===== src/rtl/serial_sub_pkg.sv =====
// serial_sub_pkg: shared FSM state type and default operand width for serial_sub
package serial_sub_pkg;
  typedef enum logic [1:0] {IDLE, RUN, DONE} state_t;
  localparam int WIDTH_DEF = 8;
endpackage


===== src/rtl/serial_sub_sub_cell.sv =====
// sub_cell: 1-bit full subtractor (in: a, b, bin; out: d difference, bout borrow)
module sub_cell (
  input  logic a,
  input  logic b,
  input  logic bin,
  output logic d,
  output logic bout
);
  assign d = a ^ b ^ bin;
  assign bout = (~a & b) | (~(a ^ b) & bin);
endmodule


===== src/rtl/serial_sub.sv =====
// serial_sub: bit-serial a-b, LSB first (in: clk, rst, start, a, b; out: busy, dout, dout_valid, done, diff, borrow_out, ovf when SERIAL_SUB_OVF_EN)
module serial_sub
  import serial_sub_pkg::*;
#(
  parameter int WIDTH = WIDTH_DEF
) (
  input  logic             clk,
  input  logic             rst,
  input  logic             start,
  input  logic [WIDTH-1:0] a,
  input  logic [WIDTH-1:0] b,
  output logic             busy,
  output logic             dout,
  output logic             dout_valid,
  output logic             done,
  output logic [WIDTH-1:0] diff,
  output logic             borrow_out
`ifdef SERIAL_SUB_OVF_EN
  ,
  output logic             ovf
`endif
);
  localparam int CW = $clog2(WIDTH);
  state_t state, state_nx;
  logic [WIDTH-1:0] a_q, b_q;
  logic [CW-1:0] cnt;
  logic brw, d, bout, last, accept;
  assign last = cnt == CW'(WIDTH - 1);
  assign accept = state == IDLE && start;
  sub_cell u_cell (
    .a(a_q[cnt]),
    .b(b_q[cnt]),
    .bin(brw),
    .d(d),
    .bout(bout)
  );
  always_ff @(posedge clk) state <= rst ? IDLE : state_nx;
  always_comb begin
    state_nx = state == IDLE ? (start ? RUN : IDLE) :
               state == RUN  ? (last ? DONE : RUN) : IDLE;
  end
  always_comb begin
    busy = state == RUN;
    dout_valid = state == RUN;
    dout = state == RUN && d;
    done = state == DONE;
  end
  always_ff @(posedge clk) begin
    if (rst) begin
      a_q <= '0;
      b_q <= '0;
      cnt <= '0;
      brw <= 1'b0;
      diff <= '0;
    end else if (accept) begin
      a_q <= a;
      b_q <= b;
      cnt <= '0;
      brw <= 1'b0;
    end else if (busy) begin
      diff <= {d, diff[WIDTH-1:1]};
      brw <= bout;
      cnt <= last ? '0 : cnt + CW'(1);
    end
  end
  assign borrow_out = brw;
`ifdef SERIAL_SUB_OVF_EN
  always_ff @(posedge clk) begin
    if (rst) ovf <= 1'b0;
    else if (busy && last) ovf <= (a_q[WIDTH-1] ^ b_q[WIDTH-1]) & (a_q[WIDTH-1] ^ d);
  end
`endif
endmodule


===== config.mk =====
export PLATFORM = sky130hd
export DESIGN_NAME = serial_sub
export DESIGN_NICKNAME = d
export VERILOG_FILES = /design/src/rtl/serial_sub_pkg.sv /design/src/rtl/serial_sub_sub_cell.sv /design/src/rtl/serial_sub.sv
export SDC_FILE = /design/constraint.sdc
export NUM_CORES = 1
export LEC_CHECK = 0
export BUFFER_PORTS_ARGS = -buffer_cell sky130_fd_sc_hd__clkbuf_2
export CAP_MARGIN = 30
export CORE_MARGIN = 4
export CORE_UTILIZATION = 55
export CTS_CLUSTER_SIZE = 8
export DETAILED_ROUTE_END_ITERATION = 10
export HOLD_SLACK_MARGIN = 0.08
export PLACE_DENSITY_LB_ADDON = 0.05
export SLEW_MARGIN = 20
export SYNTH_ARGS = -nofsm -noshare
export SYNTH_HDL_FRONTEND = slang
export SYNTH_SLANG_ARGS = --single-unit
export TNS_END_PERCENT = 50

===== constraint.sdc =====
create_clock -name clk -period 4.1 [get_ports clk]
set_input_delay 0.41 -clock clk [delete_from_list [all_inputs] [get_ports clk]]
set_output_delay 0.41 -clock clk [all_outputs]
set_load 0.1 [all_outputs]

==> results.md <==
- Die footprint: 3110 um^2
- Initial Util: 0.573
- Maxcap violations: 0
- Drt drc: 0
- Crit path buffers/inverters: 2
- Fin area: 1470 um^2
- Syn Area/Cell: 10.2 um^2
- Met1 Usage GRT: 0.213
- Final Hold Fails: 0
- Top cells by area, synth: dfxtp_1, mux2i_1, mux4_1
- Worst-path cell chain: mux4_1 -> mux2_2 -> fa_1 -> nand2_1 -> inv_1 -> clkbuf_2
- Startpoint types: flop
- VDD IR max: 0.275 mV
- GRT busiest layer: met2
- Met2 Resource Use GR: 0.267
- Detail Placement HPWL: 1770 um
- First DRT Iteration DRCs: 13
- CP max stage cell: mux4_1
- CTS sink count: 30
- Most frequent cells in the layout: clkbuf_2, dfxtp_1, mux2i_1
- RSZ-0062 raised after global routing: no
- Maximum clock frequency: 316 MHz
- Vias per inst: 5.21
- Worst-skew pair later-pin latency: 0.31 ns
- Fin Setup TNS: 0 ns
- Die X: 55.8 um
- Net Count, Synth: 145
- Area added between synthesis and finish: 16.9%
- Setup Slack @ Placement: 1.27 ns
- Kind of cell adding the most delay to the critical path: multiplexers
- Final number of setup-violating endpoints: 0
- Core Footprint: 2190 um^2
- GP Congestion: 0.725
- Post-CTS sizing: 0
- Input/output buffers: 31
- Routed wire per std cell: 13.1 um
- Top-Level Pins: 32
- H-tree levels: 2
- Mapped cell area: 1260 um^2
- Seq. cell area: 601 um^2
- CTS Buffer Depth: 2
- Nets: 175
- Final period util: 0.772
- Vias: 938
- Worst EP required: 3.69 ns
- DR pass1 iterations: 4
- Total gr overflow: 0
- Worst-margin pin slew: 0.677 ns
- Post-CTS Setup Inserts: 0
- N_diodes: 0
- Critical path endpoint category: output pin
- PwrDens: 389 nW/um^2
- Post-synth top area share: 0.478
- Largest net degree at the start of global routing: 31
- Pins over their slew limit: 0
- TritonCTS buffer count: 5
- CP Max Fanout: 7
- Setup WS post-layout: 0.935 ns
- # rows: 17
- Multi-input gate area: 597 um^2
- Worst slew margin: 0.548
- Ys Warns: 0
- Antenna Nets Post-Route: 0
- Detailed Route WL: 2360 um
- Final min period: 3.17 ns
- WP data arrival: 2.76 ns
- Register bit total from synthesis: 30
- Met3 usage: 0.0487
- Max Clock Skew: 0.00945 ns
- Fill cells: 186
- Vias in the first global route: 882
- Sequential share of the synthesized area: 0.478
- Post-CTS Hold Buffers: 0
- HP Class: in -> reg
- Commonest non-fill, non-tap cell in the layout: clkbuf_2
- CTS tree: yes
- Clk slew on worst S/H paths: 0.09 ns
- Netlist cell types: 21
- Placed instance area: 1420 um^2
- Lkg Pwr: 0.671 nW
- Antenna violations before repair: 0
- Clock tree root buffer cell: clkbuf_4
- Post-Syn Instances: 123
- Share of cells above drive strength 1: 0.263
- Total Routing Usage GR: 0.167
- Status: complete, no violations
- Die Span Y: 55.8 um
- Crit Path Category: reg -> out
- Max stage delay on crit path: 0.59 ns
- Synth area leader: dfxtp_1
- First-pass GRT wire length: 4070 um
==> final cells by class <==
type                            count  area share
Clock buffer                        6      0.0349
Inverter                            4      0.0102
Multi-Input combinational cell     80       0.406
Sequential cell                    30       0.409
Tap cell                           28      0.0239
Timing Repair Buffer               32       0.116
==> through the flow <==
| stage | hold WS (ns) | std cells | utilization | power [mW] |
|---|---|---|---|---|
| final | 0.332 | 180 | 0.670 | 0.572 |
| after floorplan | 0.451 | 123 | - | 0.395 |
| after global routing | 0.335 | 180 | 0.670 | 0.601 |
| after detailed placement | 0.456 | 174 | 0.647 | 0.417 |
| after CTS | 0.322 | 180 | 0.670 | 0.581 |
| after global placement | 0.445 | 173 | 0.640 | 0.412 |
==> flip-flops by register name (all words and copies together), names as in the netlist <==
register / cells
a_q: 8
b_q: 8
diff: 8
cnt: 3
state: 2
borrow_out: 1
==> power breakdown <==
group / switching [mW] / total, mW / internal, mW
Sequential: 0.00986 / 0.315 / 0.305
Clock: 0.0852 / 0.162 / 0.0771
Combinational: 0.0618 / 0.0953 / 0.0336
Total: 0.157 / 0.572 / 0.415
==> final timing paths <==
check                from          to  slack, ns  cells after the start
setup reg to reg   cnt[0]  borrow_out       1.85                      4
hold / removal       b[6]      b_q[6]       0.33                      3
setup / recovery   cnt[0]        dout       0.93                      6
hold reg to reg   diff[0]     diff[0]       0.46                      2
==> cells by family (layout without fill, tap and decap cells) <==
group | after synthesis | count (layout) | share of synthesized area
mux | 24 | 24 | 0.244
fa+ha+maj | 3 | 3 | 0.0359
compound gates | 11 | 11 | 0.0488
flops | 30 | 30 | 0.478
simple gates | 42 | 42 | 0.141
buf+inv | 13 | 42 | 0.0518
==> worst register-to-register path, stage by stage (launching register included) <==
cell       delay (ns)
dfxtp_1          0.49
mux4_1           0.59
mux2_2           0.29
fa_1             0.38
a2111oi_0        0.37
==> metal layers <==
layer	vias up	share of wire	wire, um
met5	-	0	0
met1	432	0.43	1010
met2	24	0.50	1190
met3	4	0.053	126
met4	0	0.013	30
li1	478	-	-
==> Yosys cell counts (all sizes together) <==
master / n
or3: 1
nand2b: 1
mux2i: 19
nor2b: 1
mux4: 4
ha: 2
a211oi: 1
mux2: 1
nand2: 17
a2111oi: 1
nor3b: 1
a21oi: 9
clkbuf: 3
dfxtp: 30
fa: 1
nor2: 18
inv: 4
nor3: 3
buf: 6
No activity file was read; power rests on OpenSTA's default activity.
